### src/rtl/count_enable_pkg.sv
// count_enable_pkg: shared types, board defaults and the counter width helper
// for the count_enable_gen slice.
package count_enable_pkg;

   typedef enum logic {
      RUNNING = 1'b0,
      PAUSED  = 1'b1
   } run_state_t;

   localparam int DEF_CLK_HZ       = 50_000_000;
   localparam int DEF_TICK_HZ      = 1;
   localparam int DEF_FAST_MULT    = 10;
   localparam int DEF_DEBOUNCE_CYC = 500_000;

   // bits needed to hold values 0..n-1 (at least one bit)
   function automatic int cnt_w(input int n);
      return (n <= 2) ? 1 : $clog2(n);
   endfunction

endpackage

### src/rtl/key_debounce.sv
// key_debounce: 2-flop synchroniser, stable-level counter and one-cycle
// press pulse on each accepted 1->0 transition of an active-low key.
module key_debounce
   import count_enable_pkg::*;
#(
   parameter int DEBOUNCE_CYC = DEF_DEBOUNCE_CYC
) (
   input  logic clk,
   input  logic reset,
   input  logic key_n,
   output logic press
);

   localparam int CW = cnt_w(DEBOUNCE_CYC);
   localparam logic [CW-1:0] CMAX = CW'(DEBOUNCE_CYC - 1);

   logic          s1_q, s2_q;
   logic          lvl_q, lvl_d;
   logic [CW-1:0] cnt_q, cnt_d;
   logic          press_q, press_d;

   // accept the synchronised level once it has differed for DEBOUNCE_CYC cycles
   always_comb begin
      lvl_d   = lvl_q;
      cnt_d   = '0;
      press_d = 1'b0;
      if (s2_q != lvl_q) begin
         if (cnt_q == CMAX) begin
            lvl_d   = s2_q;
            press_d = ~s2_q;
         end else begin
            cnt_d = cnt_q + 1'b1;
         end
      end
   end

   // synchroniser and debounce state; keys idle released (high)
   always_ff @(posedge clk) begin
      if (reset) begin
         s1_q    <= 1'b1;
         s2_q    <= 1'b1;
         lvl_q   <= 1'b1;
         cnt_q   <= '0;
         press_q <= 1'b0;
      end else begin
         s1_q    <= key_n;
         s2_q    <= s1_q;
         lvl_q   <= lvl_d;
         cnt_q   <= cnt_d;
         press_q <= press_d;
      end
   end

   assign press = press_q;

endmodule

### src/rtl/count_enable_gen.sv
// count_enable_gen: run/pause FSM and prescaler producing a one-cycle enable.
// COUNT_ENABLE_STEP_KEY_EN compiles in the single-step key and its debouncer.
module count_enable_gen
   import count_enable_pkg::*;
#(
   parameter int CLK_HZ       = DEF_CLK_HZ,
   parameter int TICK_HZ      = DEF_TICK_HZ,
   parameter int FAST_MULT    = DEF_FAST_MULT,
   parameter int DEBOUNCE_CYC = DEF_DEBOUNCE_CYC
) (
   input  logic clk,
   input  logic reset,
   input  logic key_run_n,
   input  logic key_step_n,
   input  logic sw_fast,
   output logic enable,
   output logic running
);

   localparam int DIV  = CLK_HZ / TICK_HZ;
   localparam int FDIV = DIV / FAST_MULT;
   localparam int PW   = cnt_w(DIV);
   localparam logic [PW-1:0] DIV_M1  = PW'(DIV - 1);
   localparam logic [PW-1:0] FDIV_M1 = PW'(FDIV - 1);

   logic run_ev;
   logic step_ev;

   key_debounce #(.DEBOUNCE_CYC(DEBOUNCE_CYC)) u_run_key (
      .clk   (clk),
      .reset (reset),
      .key_n (key_run_n),
      .press (run_ev)
   );

`ifdef COUNT_ENABLE_STEP_KEY_EN
   key_debounce #(.DEBOUNCE_CYC(DEBOUNCE_CYC)) u_step_key (
      .clk   (clk),
      .reset (reset),
      .key_n (key_step_n),
      .press (step_ev)
   );
`else
   logic unused_step;
   assign unused_step = key_step_n;
   assign step_ev     = 1'b0;
`endif

   logic          fs1_q, fs2_q, fprev_q;
   run_state_t    state_q, state_d;
   logic [PW-1:0] presc_q, presc_d;
   logic          enable_q, enable_d;
   logic [PW-1:0] lim_m1, lim_nx_m1;

   // next state; enable is looked ahead one cycle so it is high exactly while
   // the prescaler sits at LIM-1, and is suppressed in a rate-change cycle
   always_comb begin
      lim_m1    = fs2_q ? FDIV_M1 : DIV_M1;
      lim_nx_m1 = fs1_q ? FDIV_M1 : DIV_M1;
      state_d   = state_q;
      presc_d   = '0;
      enable_d  = 1'b0;
      case (state_q)
         RUNNING: begin
            if (run_ev) begin
               state_d = PAUSED;
            end else begin
               presc_d  = (presc_q >= lim_m1) ? '0 : presc_q + 1'b1;
               enable_d = (presc_d == lim_nx_m1) && (fs1_q == fs2_q);
            end
         end
         PAUSED: begin
            if (run_ev) state_d = RUNNING;
            else        enable_d = step_ev;
         end
         default: state_d = RUNNING;
      endcase
   end

   // switch synchroniser, FSM, prescaler and output register
   always_ff @(posedge clk) begin
      if (reset) begin
         fs1_q    <= 1'b0;
         fs2_q    <= 1'b0;
         fprev_q  <= 1'b0;
         state_q  <= RUNNING;
         presc_q  <= '0;
         enable_q <= 1'b0;
      end else begin
         fs1_q    <= sw_fast;
         fs2_q    <= fs1_q;
         fprev_q  <= fs2_q;
         state_q  <= state_d;
         presc_q  <= presc_d;
         enable_q <= enable_d;
      end
   end

   logic unused_fprev;
   assign unused_fprev = fprev_q;

   assign enable  = enable_q;
   assign running = (state_q == RUNNING);

endmodule

### config.mk
export PLATFORM = sky130hd
export DESIGN_NAME = count_enable_gen
export DESIGN_NICKNAME = d
export VERILOG_FILES = /design/src/rtl/count_enable_pkg.sv /design/src/rtl/key_debounce.sv /design/src/rtl/count_enable_gen.sv
export SDC_FILE = /design/constraint.sdc
export NUM_CORES = 1
export LEC_CHECK = 0
export BUFFER_PORTS_ARGS = -buffer_cell sky130_fd_sc_hd__buf_4
export CAP_MARGIN = 20
export CORE_MARGIN = 2
export CORE_UTILIZATION = 36
export CTS_BUF_LIST = sky130_fd_sc_hd__clkbuf_16
export DETAILED_ROUTE_END_ITERATION = 10
export GPL_TIMING_DRIVEN = 0
export SYNTH_ARGS = -nofsm -noshare
export SYNTH_HDL_FRONTEND = slang
export SYNTH_SLANG_ARGS = --single-unit
### constraint.sdc
create_clock -name clk -period 6.1 [get_ports clk]
set_clock_uncertainty 0.05 [all_clocks]
set_input_delay 1.22 -clock clk [delete_from_list [all_inputs] [get_ports clk]]
set_output_delay 1.22 -clock clk [all_outputs]
set_load 0.02 [all_outputs]
**Word level (Yosys, flattened, before mapping)**

Cells that the tools add are included.

- $add $sub $neg: 2
- $mul: 0
- Divide/modulo/power cells: 0
- $lt $le $gt $ge: 1
- Equal/unequal tests: 4
- Shift operators: 0
- Muxes and demuxes: 8
- Bitwise logic cells: 4
- Reductions and logical operators: 5

Operators by type and width:

| operator | count |
|---|---|
| 26-bit 2-to-1 mux | 3 |
| 26-bit by 1-bit adder with 26-bit output (second input constant) | 1 |
| 26-bit == test | 1 |
| 26-bit greater-or-equal comparator | 1 |
| 19-bit by 1-bit adder with 19-bit output (second input constant) | 1 |
| 19-bit == test (second input constant) | 1 |
| 3-bit OR reduction | 3 |
| 1-bit inverter | 4 |
| 1-bit case mux with 2 select lines | 2 |
| 1-bit 2-to-1 mux | 3 |
| 2-bit AND reduction | 1 |
| 1-bit == test | 1 |
| 1-bit logical AND | 1 |
| 1-bit inequality test | 1 |

- Register bits: 53
- Latch bits: 0
- Bits in writable memories: 0
- Memory bits (read-only): 0
- Input port bits: 5
- Output and inout bits: 2
- Word-level logic and storage cells: 34
- Memories kept: 0

**Depth between registers and ports, before layout**

Gate-level depths: netlist of the first run.

- Depth in word-level cells: 7
- Gate-level depth with buffers: 11
- Gate-level depth less buffers: 9

**By module**

Synthesis of the first run repeated with hierarchy kept, for this count alone.

- Cell total of the unflattened synthesis: 352
- Area total of the unflattened synthesis: 3024.2 um^2

Modules (own cells, without submodules):

| module | instances | cells an instance | area an instance (um^2) | sequential area each (um^2) |
|---|---|---|---|---|
| count_enable_gen | 1 | 237 | 1993.2 | 600.6 |
| key_debounce | 1 | 115 | 1031.0 | 460.4 |

**Worst setup path after synthesis of the first run**

OpenSTA, ideal clock, no wires.

- Path kind: flip-flop to flip-flop
- Start point: reg fs2_q
- End point: reg presc_q[13]
- Library setup time: 0.123 ns
- Arrival time: 2.699 ns
- Data required time: 5.927 ns
- Path slack: 3.228 ns
- Stages on the path, launching flop included: 12
- Buffers on the path: 2
- Period minus slack after synthesis: 2.872 ns
- Cell sequence: dfxtp_1 inv_1 ha_1 nor2_1 or4b_2 a31oi_1 o21ai_0 a21oi_1 or3_1 clkbuf_1 buf_2 nor2_1

- Longest elaborated chain between the ends: 3

Ends and longest elaborated chain:

| item | RTL line | RTL |
|---|---|---|
| start: declaration | count_enable_gen.sv:49 | `logic fs1_q, fs2_q, fprev_q;` |
| start signal: assignment | count_enable_gen.sv:91 | `fs2_q <= fs1_q;` |
| 26-bit 2-to-1 mux | count_enable_gen.sv:58 | `lim_m1 = fs2_q ? FDIV_M1 : DIV_M1;` |
| 26-bit greater-or-equal comparator | count_enable_gen.sv:68 | `presc_d = (presc_q >= lim_m1) ? '0 : presc_q + 1'b1;` |
| 26-bit 2-to-1 mux | count_enable_gen.sv:68 |  |
| end signal: assignment | count_enable_gen.sv:94 | `presc_q <= presc_d;` |
| end: declaration | count_enable_gen.sv:51 | `logic [PW-1:0] presc_q, presc_d;` |

No other way between the ends.
A chain may end at the register's enable or synchronous reset.

**Final worst setup path of the first run**

Same ends and word-level chain as after synthesis.

==> results of run 1 <==
cell usage after synthesis (2+ instances only):
cell	count
or4b_2	2
o21a_1	2
or2_2	2
a21oi_1	10
nand2_1	18
nor2_1	51
nor4_4	2
or3_1	5
inv_1	11
o21ai_0	7
dfxtp_1	53
nor4_1	3
o21ba_2	2
ha_1	15
nor2b_1	8
xnor2_1	23
xor2_1	17
a21o_1	2
nand2b_1	2
nor3_1	10
or4_1	2
buf_2	4
o2111ai_1	4
clkbuf_2	2
nand3_1	21
and4_1	2
and3_1	6
clkbuf_1	5
nand4_1	9
nand4b_1	4
a211oi_1	2
nor3b_1	2
nor4b_1	3
layout make-up:
cell class | instances | area (um2) | area share (%)
inverters | 11 | 41.3 | 1.29
well taps | 102 | 128 | 3.99
plain buffers | 11 | 48.8 | 1.52
flip-flops and latches | 53 | 1060 | 33.2
multi-input cells | 255 | 1720 | 53.6
clock inverters | 3 | 43.8 | 1.37
repair buffers | 5 | 37.5 | 1.17
clock buffers | 5 | 125 | 3.91
path summary, 6_finish.rpt:
check / end / cells after the start
setup reg to reg: presc_q[13] / 11
setup / recovery: presc_q[13] / 11
hold reg to reg: u_run_key.s2_q / 1
hold / removal: u_run_key.s2_q / 1
power by group through the flow:
stage | Combinational, W | Sequential (W) | Clock, W
after floorplan | 0.0000121 | 0.000360 | 0
after global placement | 0.0000176 | 0.000361 | 0
after detailed placement | 0.0000177 | 0.000361 | 0
after CTS | 0.0000179 | 0.000353 | 0.000330
after global routing | 0.0000209 | 0.000353 | 0.000348
final | 0.0000175 | 0.000353 | 0.000324
worst register-to-register path: cells and delay by family (launching register included):
kind,cells,cell delay [ps]
flops,1,630
compound gates,3,740
buf+inv,3,830
simple gates,4,930
fa+ha+maj,1,330
per-layer routing:
| layer | track usage [%] | up-vias | part of all wire [%] |
|---|---|---|---|
| li1 | - | 1193 | - |
| met5 | 0 | - | 0 |
| met2 | 23.7 | 24 | 45 |
| met1 | 20.4 | 1067 | 52 |
| met4 | 4.04 | 0 | 1.2 |
| met3 | 2.18 | 5 | 2.0 |
metrics by stage:
| stage | cell area (um2) | hold slack [ps] | util [%] |
|---|---|---|---|
| after floorplan | 2870 | 339 | - |
| after global placement | 3030 | 359 | 39.2 |
| after detailed placement | 3030 | 359 | 39.2 |
| after CTS | 3200 | 379 | 41.4 |
| after global routing | 3200 | 401 | 41.4 |
| final | 3200 | 377 | 41.4 |
cells by family after synthesis:
family | Yosys count | synth area share [%]
XOR/XNOR | 40 | 12.2
buffers and inverters | 22 | 3.14
flip-flops | 53 | 37.0
adder cells (fa/ha/maj) | 15 | 6.55
multiplexers | 2 | 0.742
AO/OA/AOI/OAI | 39 | 9.73
AND/OR/NAND/NOR | 159 | 30.6
==> impl_metrics.csv, run 1 <==
group,metric,value,unit
status,status,"finished clean",
power,pwr-share-seq,50.8,%
setup_path,worstPathArrival,3750,ps
grt,grt_pass1_wl,10300,um
setup_path,end_kind,"flop",
logic_synthesis,synth_cell_types,52,
logic_synthesis,async_flop_share,0,%
power,sw_frac_of_total,20.7,%
timing,maxSlewViolCount,0,
routing,drt_iter0_markers,144,
setup_path,worstPathRequired,6220,ps
final_layout,drive_above_1_share,9.91,%
floorplan,ioPinCount,7,
routing,antenna_left,0,
clock_tree,cts_hold_buf,0,
timing,setup_ws,2470,ps
routing,drt_pass1_iterations,4,
timing,rsz0062_at_grt,"false",
placed_design,io_buffer_count,5,
logic_synthesis,netlist_area,2870,um2
power,clock_power_share,46.7,%
floorplan,die_area,8690,um2
run,maxCapViolations,0,
logic_synthesis,synthCells,330,
logic_synthesis,synth-seq-area-share,37.0,%
logic_synthesis,synth.area.top_cells,"dfxtp_1, xnor2_1, nor2_1",
worst_hold_path,min_from,"u_run_key.s1_q",
power,ir_drop,0.000151,V
power,combPwrFrac,2.5,%
setup_path,cp_slowest_cell,"dfxtp_1",
placed_design,dp_hpwl,4340,um
grt,grt_max_degree,18,
timing,finalCriticalPeriod,3630,ps
setup_path,path_common_cell,"nor2_1",
timing,tns,0,ps
setup_path,rrSetupSlack,2470,ps
logic_synthesis,synth_top_cell_area_share,37.0,%
placed_design,placedCellCount,437,
clock_tree,clock_latency,290,ps
floorplan,initial_core_util,37.1,%
routing,routed-via-count,2289,
setup_path,path_cells,"inv_1 > ha_1 > nor2_1 > or4b_2 > a31oi_1 > o21ai_0 > a21oi_1 > or3_1 > clkbuf_1 > buf_2 > nor2_1",
grt,grt_pass1_vias,2230,
grt,grt_antenna_before_repair,0,
clock_tree,clockBufferDepth,2,
logic_synthesis,synth-seq-cells,53,
floorplan,die_width,93.2,um
power,internal-power,0.000551,W
timing,setup_viol,0,
power,power_leakage,1.14,nW
final_layout,layout.nets,362,
logic_synthesis,netlist.top_cell.by_area,"dfxtp_1",
logic_synthesis,syn_area_per_cell,8.69,um2
logic_synthesis,synth_warnings,0,
clock_tree,h-tree-depth,2,
final_layout,most-common-layout-cells,"dfxtp_1, nor2_1, xnor2_1",
timing,max_freq,276,MHz
clock_tree,cts_tree,"built",
timing,relSlewSlack,56.5,%
floorplan,die_h,93.2,um
final_layout,top_regs,"presc_q x26, u_run_key.cnt_q x19",
setup_path,critPathKind,"reg2reg",
routing,drt_wl_total,5870,um
setup_path,crit_path_max_fanout,13,
power,p_sw,0.000144,W
setup_path,max_stage_delay,630,ps
timing,min_period_over_period,59.5,%
final_layout,largest_reg_flops,26,
setup_path,critPathLaunchType,"flop",
routing,wl_per_cell,13.2,um
clock_tree,cts_num_sinks,53,
setup_path,cp_top_family,"simple AND/OR/NAND/NOR gates",
power,powerDensity,217,nW/um2
final_layout,regMostFlops,"presc_q",
routing,drc_errors,0,
final_layout,area_growth,11.7,%
final_layout,final_cells,445,
final_layout,final_common_cell,"dfxtp_1",
floorplan,rows,32,
routing,avgViaCountPerCell,5.14,
final_layout,nFillCells,787,
clock_tree,cts_setup_buffers,0,
setup_path,path_buf_inv,3,
logic_synthesis,syn_nets,350,
logic_synthesis,ys.flop_type,"dfxtp_1",
floorplan,core_area,7730,um2
setup_path,startpoint,"fs2_q",
clock_tree,cts-root-buf,"clkbuf_16",
worst_hold_path,hp-class,"reg2reg",
logic_synthesis,synth-edff-count,0,
setup_path,rr_startpoint,"fs2_q",
clock_tree,path_clk_slew,70,ps
timing,tightest_slew,647,ps
final_layout,antenna_cells,0,
grt,grt-ovfl-total,0,
power,power,0.000694,W
placed_design,dp_slack,2490,ps
grt,grt_usage,14.7,%
placed_design,gp_congestion,0.840,
timing,hold_viol,0,
clock_tree,cts_buffers,5,
clock_tree,ctsResizeCount,0,
Power figures use the tool's default switching activity.
==> inputs of run 2 (changes only) <==
Clock period 6.1 ns to 3.3 ns, I/O delays scaled along.
==> run 2 against run 1 <==
Non-clock buffer count down 1. Core utilization up 0.11 points. Sequential power up 85%. Register-to-register slack worse by 2200 ps. Setup slack worse by 2200 ps. Critical path depth down 3. Clock power up 85%. Via count up 0.87%. Clock-buffer cell count unchanged. Critical endpoint is now enable. Largest cell class unchanged.
==> impl_metrics.csv, run 2 (same netlist as run 1, synthesis figures left out) <==
group,metric,value,unit
placed_design,dp_hpwl,4340,um
status,status,"finished clean",
floorplan,die_width,93.2,um
final_layout,regMostFlops,"presc_q",
grt,grt_pass1_vias,2230,
floorplan,ioPinCount,7,
timing,setup_viol,0,
routing,routed-via-count,2309,
final_layout,drive_above_1_share,10.8,%
timing,rsz0062_at_grt,"false",
floorplan,die_area,8690,um2
placed_design,placedInstanceArea,3030,um2
grt,grt-ovfl-total,0,
grt,grt_antenna_before_repair,0,
final_layout,largest_reg_flops,26,
setup_path,crit_path_max_fanout,10,
setup_path,path_cells,"ha_1 > nand3_4 > nor4_4 > nand2_2 > xor2_1 > or4_1 > a2111o_1 > a221oi_2",
final_layout,layout.nets,361,
timing,tns,0,ps
setup_path,worstPathArrival,3160,ps
final_layout,antenna_cells,0,
timing,whs,378,ps
clock_tree,path_clk_slew,70,ps
placed_design,io_buffer_count,5,
final_layout,final_core_util,41.5,%
placed_design,gp_congestion,0.840,
setup_path,max_stage_delay,650,ps
routing,wl_per_cell,13.3,um
routing,avgViaCountPerCell,5.20,
routing,antenna_left,0,
routing,drt_wl_total,5900,um
power,ir_drop,0.000278,V
clock_tree,h-tree-depth,2,
timing,max_freq,331,MHz
run,maxCapViolations,0,
floorplan,die_h,93.2,um
clock_tree,clockBufferDepth,2,
grt,grt_usage,14.7,%
grt,use_met3,2.18,%
final_layout,area_growth,12.0,%
power,power,0.00128,W
clock_tree,clock_latency,290,ps
setup_path,cp_top_family,"simple AND/OR/NAND/NOR gates",
worst_hold_path,hp-class,"reg2reg",
clock_tree,cts-root-buf,"clkbuf_16",
routing,drc_errors,0,
grt,grt_max_degree,18,
grt,busiest_layer,"met2",
setup_path,critPathLaunchType,"flop",
clock_tree,cts_num_sinks,53,
grt,use_met2,23.7,%
clock_tree,cts_setup_buffers,0,
timing,tightest_slew,635,ps
grt,grt_util_met1,20.6,%
setup_path,worstPathRequired,3440,ps
power,powerDensity,400,nW/um2
clock_tree,cts_tree,"built",
setup_path,cp_slowest_cell,"nor4_4",
power,power_leakage,1.14,nW
routing,drt_pass1_iterations,5,
floorplan,core_area,7730,um2
timing,hold_viol,0,
routing,drt_iter0_markers,134,
timing,maxSlewViolCount,0,
floorplan,rows,32,
final_layout,top_regs,"presc_q x26, u_run_key.cnt_q x19",
setup_path,path_buf_inv,0,
timing,min_period_over_period,91.5,%
final_layout,final_area,3210,um2
timing,finalCriticalPeriod,3020,ps
timing,relSlewSlack,57.3,%
floorplan,initial_core_util,37.1,%
setup_path,critPathKind,"reg2reg",
final_layout,most-common-layout-cells,"dfxtp_1, nor2_1, xnor2_1",
final_layout,final_common_cell,"dfxtp_1",
grt,grt_pass1_wl,10300,um
clock_tree,cts_buffers,5,
setup_path,end_kind,"flop",
-- run 2: changes by cell type in the layout (fill, tap and decap cells not counted) --
cell and change:
a21oi_2 +1, or3_4 +1, clkbuf_1 -1, a21oi_1 -1, buf_2 -1, or3_1 -1
clkbuf_4 +1, dfxtp_1 -1, dfxtp_2 +1
-- run 2: per-stage QoR --
step / instances / setup slack [ps]
after CTS: 445 / 3.30
final: 444 / 279
after detailed placement: 437 / -310
after global placement: 437 / -408
after floorplan: 330 / 428
after global routing: 444 / 60.1
-- run 2: path summary, 6_finish.rpt --
kind / startpoint / end / slack, ps / depth (start not counted)
min: u_run_key.s1_q / u_run_key.s2_q / 380 / 1
max: presc_q[0] / enable / 280 / 8
max reg2reg: presc_q[0] / enable / 280 / 8
min reg2reg: u_run_key.s1_q / u_run_key.s2_q / 380 / 1
-- run 2: report_power, final --
part | switching [W] | internal (W)
Combinational | 0.0000193 | 0.0000138
Sequential | 0.00000725 | 0.000645
Clock | 0.000239 | 0.000360
Total | 0.000266 | 0.00102
-- run 2: layout make-up --
class | count | area, um2
sequential | 53 | 1060
multi-input combinational | 255 | 1720
buffer | 10 | 47.5
clock buffer | 5 | 125
tap | 102 | 128
timing repair buffer | 5 | 37.5
clock inverter | 3 | 43.8
inverter | 11 | 41.3
fill | 783 | 4520
-- run 2: repair_timing --
action                     in CTS  in global routing
hold buffers                    0                  0
setup endpoints to repair      26                 22
gates resized for setup         2                  2
-- run 2: routing by layer --
metal	up-vias	wire length (um)	part of all wire (%)
met5	-	0	0
met4	0	70	1.2
met3	5	138	2.3
met2	33	2660	45
met1	1078	3030	51
li1	1193	-	-
